## src/rtl/program_mem_arbiter.sv

```systemverilog
// Round-robin arbiter sharing one program-memory read channel among the per-core icache miss ports.
// Optional PMEM_ARB_COALESCE_EN: serve every requester of the granted address from a single memory read.
module program_mem_arbiter #(
  parameter int NUM_CONSUMERS = 4,
  parameter int ADDR_BITS     = 8,
  parameter int DATA_BITS     = 16
) (
  input  logic                               clk,
  input  logic                               reset,
  input  logic [NUM_CONSUMERS-1:0]           consumer_read_valid,
  input  logic [NUM_CONSUMERS*ADDR_BITS-1:0] consumer_read_address,
  output logic [NUM_CONSUMERS-1:0]           consumer_read_ready,
  output logic [NUM_CONSUMERS*DATA_BITS-1:0] consumer_read_data,
  output logic                               mem_read_valid,
  output logic [ADDR_BITS-1:0]               mem_read_address,
  input  logic                               mem_read_ready,
  input  logic [DATA_BITS-1:0]               mem_read_data,
  output logic [1:0]                         o_dbg_state
);

  // Handshake: a consumer holds valid until its one-cycle ready pulse; the memory side holds
  // valid/address stable until mem_read_ready, which marks the cycle mem_read_data is sampled.

  localparam int IDX_W = (NUM_CONSUMERS > 1) ? $clog2(NUM_CONSUMERS) : 1;

  localparam logic [1:0] S_IDLE    = 2'd0;
  localparam logic [1:0] S_READ    = 2'd1;
  localparam logic [1:0] S_RELEASE = 2'd2;

  logic [1:0]                         r_state;
  logic [IDX_W-1:0]                   r_last_grant;
  logic [IDX_W-1:0]                   r_grant;
  logic [ADDR_BITS-1:0]               r_addr;
  logic                               r_mem_valid;
  logic [NUM_CONSUMERS-1:0]           r_ready;
  logic [NUM_CONSUMERS-1:0]           r_mask;
  logic [NUM_CONSUMERS*DATA_BITS-1:0] r_data;

  logic                               w_found;
  logic [IDX_W-1:0]                   w_winner;
  logic [IDX_W-1:0]                   w_idx;
  logic [ADDR_BITS-1:0]               w_win_addr;
  logic [NUM_CONSUMERS-1:0]           w_mask;
  logic                               w_release_done;

  // Search starts just past the previous grant so a busy requester cannot win twice in a row.
  always_comb begin
    w_found  = 1'b0;
    w_winner = '0;
    w_idx    = '0;
    for (int off = 1; off <= NUM_CONSUMERS; off++) begin
      w_idx = IDX_W'((int'(r_last_grant) + off) % NUM_CONSUMERS);
      if (!w_found && consumer_read_valid[w_idx]) begin
        w_found  = 1'b1;
        w_winner = w_idx;
      end
    end
  end

  assign w_win_addr = consumer_read_address[w_winner*ADDR_BITS +: ADDR_BITS];

  // The winner is always served, even if it dropped valid while the read was in flight.
  always_comb begin
    w_mask          = '0;
    w_mask[r_grant] = 1'b1;
`ifdef PMEM_ARB_COALESCE_EN
    for (int i = 0; i < NUM_CONSUMERS; i++) begin
      if (consumer_read_valid[i] &&
          consumer_read_address[i*ADDR_BITS +: ADDR_BITS] == r_addr) begin
        w_mask[i] = 1'b1;
      end
    end
`endif
  end

  assign w_release_done = ~|(consumer_read_valid & r_mask);

  always_ff @(posedge clk or posedge reset) begin
    if (reset) begin
      r_state      <= S_IDLE;
      r_last_grant <= IDX_W'(NUM_CONSUMERS - 1);
      r_grant      <= '0;
      r_addr       <= '0;
      r_mem_valid  <= 1'b0;
      r_ready      <= '0;
      r_mask       <= '0;
      r_data       <= '0;
    end else begin
      case (r_state)
        S_IDLE: begin
          r_ready <= '0;
          if (w_found) begin
            r_grant     <= w_winner;
            r_addr      <= w_win_addr;
            r_mem_valid <= 1'b1;
            r_state     <= S_READ;
          end
        end
        S_READ: begin
          if (mem_read_ready) begin
            r_mem_valid  <= 1'b0;
            r_ready      <= w_mask;
            r_mask       <= w_mask;
            r_last_grant <= r_grant;
            for (int i = 0; i < NUM_CONSUMERS; i++) begin
              if (w_mask[i]) r_data[i*DATA_BITS +: DATA_BITS] <= mem_read_data;
            end
            r_state <= S_RELEASE;
          end
        end
        S_RELEASE: begin
          r_ready <= '0;
          if (w_release_done) r_state <= S_IDLE;
        end
        default: r_state <= S_IDLE;
      endcase
    end
  end

  assign consumer_read_ready = r_ready;
  assign consumer_read_data  = r_data;
  assign mem_read_valid      = r_mem_valid;
  assign mem_read_address    = r_addr;
  assign o_dbg_state         = r_state;

endmodule

```

## config.mk

```make
export PLATFORM = sky130hd
export DESIGN_NAME = program_mem_arbiter
export DESIGN_NICKNAME = d
export VERILOG_FILES = /design/src/rtl/program_mem_arbiter.sv
export SDC_FILE = /design/constraint.sdc
export NUM_CORES = 1
export LEC_CHECK = 0
export ABC_AREA = 1
export BUFFER_PORTS_ARGS = -buffer_cell sky130_fd_sc_hd__buf_2
export CAP_MARGIN = 15
export CORE_ASPECT_RATIO = 2
export CORE_MARGIN = 4
export CORE_UTILIZATION = 50
export DETAILED_ROUTE_END_ITERATION = 10
export HOLD_SLACK_MARGIN = 0.06
export PLACE_DENSITY = 0.81
export SETUP_SLACK_MARGIN = 0.05
export SLEW_MARGIN = 10
export SYNTH_ARGS = -nofsm -noshare
export SYNTH_HDL_FRONTEND = slang
export SYNTH_SLANG_ARGS = --single-unit
```

## constraint.sdc

```tcl
create_clock -name clk -period 7.1 [get_ports clk]
set_input_delay 0.355 -clock clk [delete_from_list [all_inputs] [get_ports clk]]
set_output_delay 0.355 -clock clk [all_outputs]
set_load 0.01 [all_outputs]
```

## Yosys cells after proc, flatten, opt, wreduce, memory -nomap -nowiden

Cells that the tools add are included.

- Magnitude comparators: 6
- Equality and inequality tests: 5
- Multiplexer cells: 27
- $add $sub $neg: 4
- Shifts and indexed selects: 1
- Reductions and logical operators: 21
- Bitwise operators: 1

Operators by type and width:

| operator | count |
|---|---|
| $shiftx A32 B6 Y8 | 1 |
| $reduce_and A3 Y1 | 6 |
| $lt A2 B3 Y1 const B | 5 |
| $mux W2 | 7 |
| $mux W1 | 11 |
| $bmux W1 S2 | 4 |
| $pmux W4 S2 | 1 |
| $ne A2 B2 Y1 const B | 3 |
| $pmux W2 S3 | 1 |
| $reduce_and A2 Y1 | 3 |
| $add A2 B1 Y2 const B | 2 |
| $add A2 B2 Y2 const B | 2 |
| $and A4 B4 Y4 | 1 |
| $logic_and A1 B1 Y1 | 4 |
| $mux W4 | 1 |
| $reduce_bool A2 Y1 | 2 |
| $reduce_or A4 Y1 | 1 |
| $logic_not A1 Y1 | 3 |
| $demux W1 S2 | 1 |
| $eq A2 B1 Y1 const B | 1 |
| $eq A2 B2 Y1 const B | 1 |
| $ge A2 B1 Y1 const B | 1 |
| $logic_not A2 Y1 | 1 |
| $pmux W1 S2 | 1 |
| $reduce_or A2 Y1 | 1 |

- Logic and storage cells: 76
- Register bits: 87
- Bits of input ports: 55
- Output and inout bits: 79

## Logic depth before layout (Yosys ltp)

Gate-level depths: netlist (run 1).

- Depth in word-level cells: 15
- Gate-level depth with buffers: 16
- Mapped depth without buffers: 14

## Worst setup path after synthesis (run 1)

No wires, ideal clock.

- Kind: reg2reg
- Start point: reg r_last_grant[0]
- End point: reg r_addr[0], in the netlist mem_read_address[0]
- Cell stages (with the launch flop): 15
- Library setup time: 0.124 ns
- Clock period less this slack: 1.821 ns
- Required time: 6.976 ns
- Path slack: 5.279 ns
- Buffers on the path: 2
- Arrival: 1.697 ns
- Cells stage by stage: dfstp_2 buf_6 inv_6 nand2_2 nand2_1 nand2_2 nand2_4 inv_2 nand2_2 nand2_4 nand3_4 buf_6 or2_0 nand3_1 nand3_1

- Word-level cells in the longest chain between the ends: 14
- Elaborated cells on any way between the ends: 28
- Classes of those cells: 4 x add/sub; 1 x shift; 16 x mux; 7 x reduce/logical

RTL lines:

| element | RTL line | RTL |
|---|---|---|
| start, declared | 31 | `logic [IDX_W-1:0] r_last_grant;` |
| start signal, assigned | 81 | `r_last_grant <= IDX_W'(NUM_CONSUMERS - 1);` |
| start signal, assigned | 104 | `r_last_grant <= r_grant;` |
| $add A2 B1 Y2 | 52 | `w_idx = IDX_W'((int'(r_last_grant) + off) % NUM_CONSUMERS);` |
| $bmux W1 S2 | 53 | `if (!w_found && consumer_read_valid[w_idx]) begin` |
| $mux W1 (implied by the code) | 53 |  |
| $mux W1 | 53 |  |
| $logic_not A1 Y1 | 53 |  |
| $logic_and A1 B1 Y1 | 53 |  |
| $mux W1 | 53 |  |
| $logic_not A1 Y1 | 53 |  |
| $logic_and A1 B1 Y1 | 53 |  |
| $mux W1 | 53 |  |
| $logic_not A1 Y1 | 53 |  |
| $logic_and A1 B1 Y1 | 53 |  |
| $mux W2 / $mux W1 (equally long branches) | 53 |  |
| $shiftx A32 B6 Y8 / $reduce_and A2 Y1 (equally long branches) | -- |  |
| end signal, assigned | 94 | `r_addr <= w_win_addr;` |
| end, declared | 33 | `logic [ADDR_BITS-1:0] r_addr;` |

Several ways; a longest one is shown, not always the timed one. The select of a mux whose other input is x is not followed.
A chain may end at the register's enable or synchronous reset.

## Final worst setup path (run 1)

- Start point: reg r_state[0], in the netlist o_dbg_state[0]
- End point: reg r_data[57], in the netlist consumer_read_data[57]

- Word-level cells in the longest chain between the ends: 2

RTL lines:

| element | RTL line | RTL |
|---|---|---|
| start, declared | 30 | `logic [1:0] r_state;` |
| start signal, assigned | 80 | `r_state <= S_IDLE;` |
| start signal, assigned | 96 | `r_state <= S_READ;` |
| start signal, assigned | 108 | `r_state <= S_RELEASE;` |
| $eq A2 B1 Y1 | 89 | `case (r_state)` |
| $reduce_and A3 Y1 (no source line) | -- |  |
| end signal, assigned by index | 106 | `if (w_mask[i]) r_data[i*DATA_BITS +: DATA_BITS] <= mem_read_data;` |
| end, declared | 37 | `logic [NUM_CONSUMERS*DATA_BITS-1:0] r_data;` |

Every way passes these cells.

==> impl_metrics.ini, run 1 <==
[status]
status = finished clean

[critical_path]
criticalPathCategory = flip-flop to flip-flop
startpoint_type = flip-flop
crit_required_ns = 7.31
cp.arrival_ns = 2.60
path_max_fanout = 34
r2r_cells = 6
endpoint_kind = flip-flop

[timing]
fmax_mhz = 419
rsz0062_at_grt = no
slew_headroom_pct = 30.7
fin_crit_sh_pct = 33.6
finalSetupTns_ns = 0
drv_slew = 0
final-setup-viol-count = 0
finalHoldViolCount = 0
fin_crit_ns = 2.39
tightestPinTransition_ns = 1.04
fin_worst_skew_ns = 0.00564
whs_ns = 0.260

[floorplan]
die_width_microns = 70.0
coreArea_sq_um = 7540
ios = 134
num_rows = 45
die_y_microns = 132
dieArea_sq_um = 9250
start_util_pct = 51.0

[logic_synthesis]
async_reset_ff_share_pct = 100
synth_top_area_share_pct = 55.3
synth-adder-area-share_pct = 0
yosys-top-cells-count = nand2_1, dfrtp_1, o21ai_0
avgSynthCellArea_sq_um = 8.57
synth_nets = 504
synth_top_cell_by_area = dfrtp_1
synth-seq-cells = 87
synth_compound_area_share_pct = 9.40
yosys.area_share.simple_pct = 26.1
synth_top_family_by_area = simple AND/OR/NAND/NOR gates
syn-instance-count = 449
yosysSeqAreaShare_pct = 56.6
yosys-top-cells-area = dfrtp_1, nand2_1, o21ai_0, inv_1, nand3_1
yosysWarnings = 0
synth_edf_count = 0
synth_area_sq_um = 3850
synth-main-ff-cell = dfrtp_1
synth_most_common_cell = nand2_1
synthMuxAreaShare_pct = 0
synth_cell_type_count = 26
synth-xor-area-share_pct = 0

[placement]
io_buffer_count = 133
dp_hpwl_mm = 7.17
dp.cells = 659
gp_congestion = 0.883

[hold_path]
hold_path_depth = 2
hold_class = input pin to flip-flop

[drt]
drc = 0
drt_wl_total_mm = 9.57
vias_per_cell = 4.96
wl_per_cell_microns = 14.2
firstDrtPassIters = 4
antenna_left = 0
drt-initial-drc-count = 151
via_count = 3346

[clocking]
cts_tree = yes
cts_max_path_buffers = 2
clk_latency_ns = 0.33
cts_resized = 0
cts_setup_buffers = 0
cts.clk_slew.worst_paths_ns = 0.06
ctsHoldBuffers = 0
cts-root-buf = clkbuf_16
htreeDepth = 3
cts_made_buffers = 9
cts.sinks = 87

[layout]
nFillCells = 652
layout-drive-gt1-share_pct = 32.4
n_antenna_cell = 0
fin_nets = 631
instances_no_fill = 674
synthToLayoutAreaGrowth_pct = 25.9

[global_routing]
overflow = 0
grt_max_degree = 88
grt_pass1_vias = 3332
grtUsageTotal_pct = 21.3
grt_pass1_wl_mm = 15.5
antenna_found_initial = 0

[power_and_ir_drop]
power_density_nw_per_um2 = 500
ir_worst_vdd_mv = 0.271
leakagePower_nw = 2.76

[run]
max_cap_viol_count = 0
## cells in the final DEF, fill, tap and decap left out, types with 3 or more instances in the layout
cell / n
buf_2: 133
clkbuf_16: 9
dfrtp_1: 85
inv_1: 48
inv_2: 5
nand2_1: 141
nand2_2: 13
nand3_1: 33
nand4_1: 6
nor2_1: 4
nor2_2: 3
o21ai_0: 68
or2_0: 3
or2_2: 7
## flip-flops by register name, summed over array words and instances, names as in the netlist
signal               cells
consumer_read_data      64
mem_read_address         8
consumer_read_ready      4
r_mask                   4
o_dbg_state              2
r_grant                  2
r_last_grant             2
mem_read_valid           1
## where the power goes
group / total, W / leakage [nW] / internal [W] / switching, W
Combinational: 0.00108 / 1.53 / 0.000404 / 0.000678
Clock: 0.000461 / 0.141 / 0.000280 / 0.000181
Sequential: 0.000882 / 1.09 / 0.000730 / 0.000152
## worst paths after layout
| kind | start | to | slack, ns |
|---|---|---|---|
| setup / recovery | o_dbg_state[0] | consumer_read_data[57] | 4.71 |
| hold / removal | mem_read_ready | o_dbg_state[0] | 0.26 |
| setup reg to reg | o_dbg_state[0] | consumer_read_data[57] | 4.71 |
| hold reg to reg | mem_read_address[1] | mem_read_address[1] | 0.48 |
| max in group asynchronous | reset | r_mask[1] | 6.08 |
| min in group asynchronous | reset | consumer_read_data[46] | 0.35 |
## cells by family after synthesis
| kind of cell | count (synthesis) |
|---|---|
| simple gates | 218 |
| buf+inv | 73 |
| flops | 87 |
| compound gates | 71 |
## layout make-up
class,instances,area [sq um],share of cell area (%)
clock buffers,10,239,4.93
well taps,94,118,2.43
clock inverters,5,58.8,1.21
repair buffers,134,673,13.9
flip-flops and latches,87,2180,45.0
inverters,55,213,4.39
multi-input cells,289,1370,28.2
## critical path: stages, from the launching register on
cell and delay (ns):
dfrtp_1 0.46, inv_2 0.07, nor2_1 0.10, nand2_1 0.27, inv_2 0.18, nand3_1 0.72
o21ai_0 0.47
## routing by layer
metal	global-route usage [%]	up-vias	wire (microns)
met5	0	-	0
met4	10.7	0	264
met3	4.66	20	391
met2	40.3	92	5560
met1	21.1	1567	3350
li1	-	1667	-
## per-stage QoR
stage / power, W / worst slack, ns / util [%] / cell area, sq um
after global routing: 0.00262 / 4.38 / 64.2 / 4850
after global placement: 0.00193 / 4.94 / 60.3 / 4550
final: 0.00243 / 4.71 / 64.2 / 4850
after detailed placement: 0.00198 / 4.73 / 60.3 / 4550
after floorplan: 0.00162 / 4.50 / - / 3850
after CTS: 0.00245 / 4.68 / 64.2 / 4850
No activity file was read; power rests on OpenSTA's default activity.
==> run 2: changes to the inputs <==
--- a/config.mk
+++ b/config.mk
@@ -5,15 +5,15 @@
 export SDC_FILE = /design/constraint.sdc
 export NUM_CORES = 1
 export LEC_CHECK = 0
-export ABC_AREA = 1
+export ABC_AREA = 0
 export BUFFER_PORTS_ARGS = -buffer_cell sky130_fd_sc_hd__buf_2
 export CAP_MARGIN = 15
 export CORE_ASPECT_RATIO = 2
 export CORE_MARGIN = 4
-export CORE_UTILIZATION = 50
+export CORE_UTILIZATION = 44
 export DETAILED_ROUTE_END_ITERATION = 10
 export HOLD_SLACK_MARGIN = 0.06
-export PLACE_DENSITY = 0.81
+export PLACE_DENSITY = 0.76
 export SETUP_SLACK_MARGIN = 0.05
 export SLEW_MARGIN = 10
 export SYNTH_ARGS = -nofsm -noshare
==> constraint.sdc (replaced) <==
create_clock -name clk -period 2 [get_ports clk]
set_input_delay 0.1 -clock clk [delete_from_list [all_inputs] [get_ports clk]]
set_output_delay 0.1 -clock clk [all_outputs]
set_load 0.01 [all_outputs]
==> run 2 against run 1 <==
Effect of this change: sequential power rose to 3.6 times the previous value; first-iteration DRC count down 44%; die area up 5.7%; highest routed layer unchanged; synthesized cell count decreased by 45%; global-route usage decreased by 2.8 points; routed wire length fell by 11%; critical path type unchanged; via count decreased by 22%; design area increased by 1.1%; flip-flop and latch count unchanged.
==> impl_metrics.ini, run 2 <==
[logic_synthesis]
yosys-top-cells-area = dfrtp_1, mux2_2, mux2i_1, nand2_1, o221ai_1
yosysSeqAreaShare_pct = 60.6
synth_edf_count = 0
async_reset_ff_share_pct = 100
yosys-top-cells-count = dfrtp_1, mux2_2, nand2_1
synth-main-ff-cell = dfrtp_1
synth_area_sq_um = 3600
synth_nets = 304
synth_cell_type_count = 33
syn-instance-count = 249
synth_top_area_share_pct = 59.1
synth-seq-cells = 87
yosysWarnings = 0
avgSynthCellArea_sq_um = 14.4
synth_most_common_cell = dfrtp_1
synth_top_cell_by_area = dfrtp_1

[placement]
dp_slack_ns = 0.225
dp.cells = 476
gp_congestion = 0.766
dp_hpwl_mm = 6.51
io_buffer_count = 133

[timing]
finalSetupTns_ns = 0
layout_setup_ws_ns = 0.251
finalHoldViolCount = 0
final-setup-viol-count = 0
rsz0062_at_grt = no
slew_headroom_pct = 62.1
fin_crit_ns = 1.75
fin_worst_skew_ns = 0.00374
fmax_mhz = 572
tightestPinTransition_ns = 0.569
fin_crit_sh_pct = 87.4
drv_slew = 0

[hold_path]
hold_class = input pin to flip-flop

[floorplan]
die_width_microns = 71.9
start_util_pct = 45.3
die_y_microns = 136
num_rows = 46
coreArea_sq_um = 7940
dieArea_sq_um = 9770
ios = 134

[power_and_ir_drop]
ir_worst_vdd_mv = 0.899
leakagePower_nw = 2.45
power_density_nw_per_um2 = 1620

[drt]
drt-initial-drc-count = 84
vias_per_cell = 5.11
antenna_left = 0
wl_per_cell_microns = 16.8
via_count = 2605
firstDrtPassIters = 4
drt_wl_total_mm = 8.56
drc = 0

[status]
status = finished clean

[critical_path]
startpoint_type = flip-flop
criticalPathCategory = flip-flop to flip-flop
cp_slowest_cell = dfstp_2
crit_required_ns = 2.19
slowest_delay_ns = 0.53
cp.arrival_ns = 1.94
path_max_fanout = 17
endpoint_kind = flip-flop
worstPathCellList = nand2b_1, o21ai_1, a211oi_2, buf_12, mux2i_1, o221ai_1

[layout]
largest_register_ffs = 64
n_antenna_cell = 0
layout-drive-gt1-share_pct = 56.5
fin_nets = 464
instances_no_fill = 510
nFillCells = 619
synthToLayoutAreaGrowth_pct = 36.2
mostFrequentLayoutCells = buf_2, dfrtp_1, mux2_2, nand2_1, dlygate4sd3_1
layout_commonest_cell = buf_2

[clocking]
cts_tree = yes
clk_latency_ns = 0.33
cts.clk_slew.worst_paths_ns = 0.06
cts.sinks = 87
cts_resized = 0
cts_max_path_buffers = 2
htreeDepth = 3
cts_made_buffers = 9
cts-root-buf = clkbuf_16

[global_routing]
overflow = 0
grtUsageTotal_pct = 18.5
grt_pass1_vias = 2769
grt_max_degree = 48
grt_pass1_wl_mm = 13.8
antenna_found_initial = 0

[run]
max_cap_viol_count = 0
run 2: worst paths after layout:
kind | from | to | slack [ns] | cells after the start
worst min register to register | r_last_grant[0] | r_last_grant[0] | 0.47 | 2
worst max register to register | r_last_grant[0] | mem_read_address[5] | 0.25 | 6
max in group asynchronous | reset | mem_read_address[5] | 1.12 | 4
worst max-delay path | r_last_grant[0] | mem_read_address[5] | 0.25 | 6
worst min-delay path | consumer_read_address[11] | mem_read_address[3] | 0.09 | 3
min in group asynchronous | reset | consumer_read_data[15] | 0.47 | 4
run 2: metrics by stage:
step | cell area, sq um | hold slack (ns) | total power (W) | utilization (%)
floorplan | 3600 | 0.195 | 0.00497 | -
global placement | 4400 | 0.277 | 0.00611 | 55.3
detailed placement | 4400 | 0.282 | 0.00624 | 55.3
CTS | 4900 | 0.0887 | 0.00806 | 61.7
global route | 4900 | 0.103 | 0.00845 | 61.7
finish | 4900 | 0.0946 | 0.00794 | 61.7
run 2: area by class of cell:
type	count	area [sq um]	area share, %
timing repair buffer	162	941	19.2
inverter	3	15.0	0.307
clock buffer	10	239	4.88
sequential	87	2180	44.5
clock inverter	6	83.8	1.71
tap	96	120	2.45
multi-input combinational	146	1320	26.9
run 2: logic make-up after synthesis:
group | synth area share [%]
AO/OA/AOI/OAI | 5.25
buffers and inverters | 2.99
flip-flops | 60.6
multiplexers | 24.5
AND/OR/NAND/NOR | 6.68
run 2: critical path, delay by kind of cell, from the launching register on:
kind,cells,cell delay (ns)
and+or+nand+nor,1,0.11
buffers and inverters,1,0.21
muxes,1,0.22
DFF,1,0.53
AOI/OAI and AO/OA,3,0.53
run 2: report_power, final:
part / leakage, nW / switching [W] / internal [W]
sequential: 1.06 / 0.000513 / 0.00263
combinational: 1.22 / 0.00146 / 0.00157
clock: 0.162 / 0.000643 / 0.00112
run 2: timing repair:
item | in CTS | in global routing
hold endpoints to repair | 147 | 0
setup buffers | 0 | 0
hold buffers | 18 | 0
run 2: layer usage:
layer / share of wire [%] / vias up / global-route usage (%)
met5: 0 / - / 0
met4: 3.3 / 0 / 9.52
met3: 6.9 / 19 / 4.81
met2: 57 / 101 / 32.9
met1: 33 / 1281 / 19.7
li1: - / 1204 / -
==> run 3: changes to the inputs <==
--- a/config.mk
+++ b/config.mk
@@ -5,15 +5,15 @@
 export SDC_FILE = /design/constraint.sdc
 export NUM_CORES = 1
 export LEC_CHECK = 0
-export ABC_AREA = 0
+export ABC_AREA = 1
 export BUFFER_PORTS_ARGS = -buffer_cell sky130_fd_sc_hd__buf_2
 export CAP_MARGIN = 15
 export CORE_ASPECT_RATIO = 2
 export CORE_MARGIN = 4
-export CORE_UTILIZATION = 44
+export CORE_UTILIZATION = 45
 export DETAILED_ROUTE_END_ITERATION = 10
 export HOLD_SLACK_MARGIN = 0.06
-export PLACE_DENSITY = 0.76
+export PLACE_DENSITY = 0.77
 export SETUP_SLACK_MARGIN = 0.05
 export SLEW_MARGIN = 10
 export SYNTH_ARGS = -nofsm -noshare
==> run 3 against run 2 <==
Effect of this change: the flow now finishes with violations (setup timing); combinational power grew 58%; sequential share of layout area decreased by 2.5 points; utilization rose by 0.99 points; register-to-register slack got worse by 0.27 ns; routed wire length rose by 29%; clock power is 9% lower; die area is 4.2% higher; sequential power down 1%; design area grew 6.1%; worst setup slack got worse by 0.27 ns.
==> impl_metrics.ini, run 3 (synthesis results as in run 1) <==
[timing]
fmax_mhz = 495
tightestPinTransition_ns = 0.464
fin_crit_ns = 2.02
finalHoldViolCount = 0
drv_slew = 0
slew_headroom_pct = 69.0
layout_setup_ws_ns = -0.0214
final-setup-viol-count = 4
fin_worst_skew_ns = 0.00725
fin_crit_sh_pct = 101
rsz0062_at_grt = yes
whs_ns = 0.0760

[floorplan]
ios = 134
start_util_pct = 46.4
die_width_microns = 73.4
die_y_microns = 139
dieArea_sq_um = 10200
num_rows = 47
coreArea_sq_um = 8290

[global_routing]
use_met2_pct = 40.6
use_met3_pct = 3.77
grt_max_degree = 88
grtUsageTotal_pct = 22.4
grt_util_met1_pct = 22.9
grt_pass1_wl_mm = 17.9
busiest_layer = met2
overflow = 0
antenna_found_initial = 0
grt_pass1_vias = 3832

[layout]
synthToLayoutAreaGrowth_pct = 35.0
largest_register_ffs = 64
layout-drive-gt1-share_pct = 35.7
layout_commonest_cell = nand2_1
fin_nets = 661
mostFrequentLayoutCells = nand2_1, buf_2, dfrtp_1, o21ai_0, inv_1
n_antenna_cell = 0

[drt]
via_count = 3645
drc = 0
antenna_left = 0
drt_wl_total_mm = 11.0
drt-initial-drc-count = 216
wl_per_cell_microns = 15.5
vias_per_cell = 5.14
firstDrtPassIters = 4

[critical_path]
endpoint_kind = flip-flop
r2r_cells = 13
cp.arrival_ns = 2.29
criticalPathCategory = flip-flop to flip-flop
path_max_fanout = 9
crit_required_ns = 2.27
startpoint_type = flip-flop

[clocking]
htreeDepth = 3
cts_made_buffers = 9
cts.sinks = 87
cts.clk_slew.worst_paths_ns = 0.06
cts_max_path_buffers = 2
cts_tree = yes
cts-root-buf = clkbuf_16
clk_latency_ns = 0.33

[status]
violations = setup timing
status = finished with violations

[hold_path]
hold_class = input pin to flip-flop
hold_path_depth = 3

[run]
max_cap_viol_count = 0

[power_and_ir_drop]
power_density_nw_per_um2 = 1830
finalPower_w = 0.00950
leakagePower_nw = 2.94
ir_worst_vdd_mv = 0.893

[placement]
gp_congestion = 0.926
io_buffer_count = 133
dp_hpwl_mm = 7.68
## run 3: layout make-up
class                   instances  area (sq um)
clock buffers                  10           229
clock inverters                 6          58.8
fillers                       728          3100
inverters                      55           218
multi-input cells             292          1460
flip-flops and latches         87          2180
well taps                      98           123
repair buffers                161           930
## run 3: path summary, 6_finish.rpt
| path | from | end | slack [ns] |
|---|---|---|---|
| max | r_last_grant[0] | mem_read_address[5] | -0.02 |
| min | mem_read_data[7] | consumer_read_data[55] | 0.08 |
| max reg2reg | r_last_grant[0] | mem_read_address[5] | -0.02 |
| min reg2reg | consumer_read_data[5] | consumer_read_data[5] | 0.48 |
| max in group asynchronous | reset | consumer_read_data[62] | 1.21 |
| min in group asynchronous | reset | consumer_read_ready[0] | 0.43 |
## run 3: worst max-delay path: stages (launching register included)
cell and delay, ns:
dfstp_2 0.61, inv_6 0.07, nand2_2 0.08, nand2_2 0.08
nand2_2 0.09, nand2_4 0.07, nor2_4 0.16, nand3_4 0.21
buf_4 0.21, nand4_1 0.10, nand3_1 0.09, nand2_1 0.08
nand2_1 0.05, nand2_1 0.05
## run 3: power by group
group	internal (W)	switching [W]	total [W]
clock	0.000963	0.000651	0.00161
sequential	0.00259	0.000515	0.00311
combinational	0.00195	0.00283	0.00479
## run 3: metal layers
layer | share of wire, % | vias up | wire (microns)
met2 | 56 | 133 | 6170
met4 | 3.8 | 0 | 416
met1 | 35 | 1735 | 3830
met5 | 0 | - | 0
met3 | 5.4 | 40 | 595
li1 | - | 1737 | -
## run 3: timing repair
action,4_1_cts,5_1_grt
setup endpoints to repair,8,12
gates cloned,2,1
hold endpoints to repair,86,0
pin swaps,9,11
setup buffers,13,1
gates resized for setup,13,10
hold buffers,2,0
## run 3: metrics by stage
step           worst slack, ns  cells  utilization, %  TNS, ns  instance area [sq um]
5_1_grt                 -0.125    709            62.7   -0.872                   5200
3_3_place_gp            0.0296    674            56.3        0                   4660
4_1_cts                 0.0446    707            62.1        0                   5150
6_report               -0.0214    709            62.7  -0.0496                   5200
3_5_place_dp           -0.0967    674            56.3   -0.399                   4660
2_1_floorplan            0.179    449               -        0                   3850
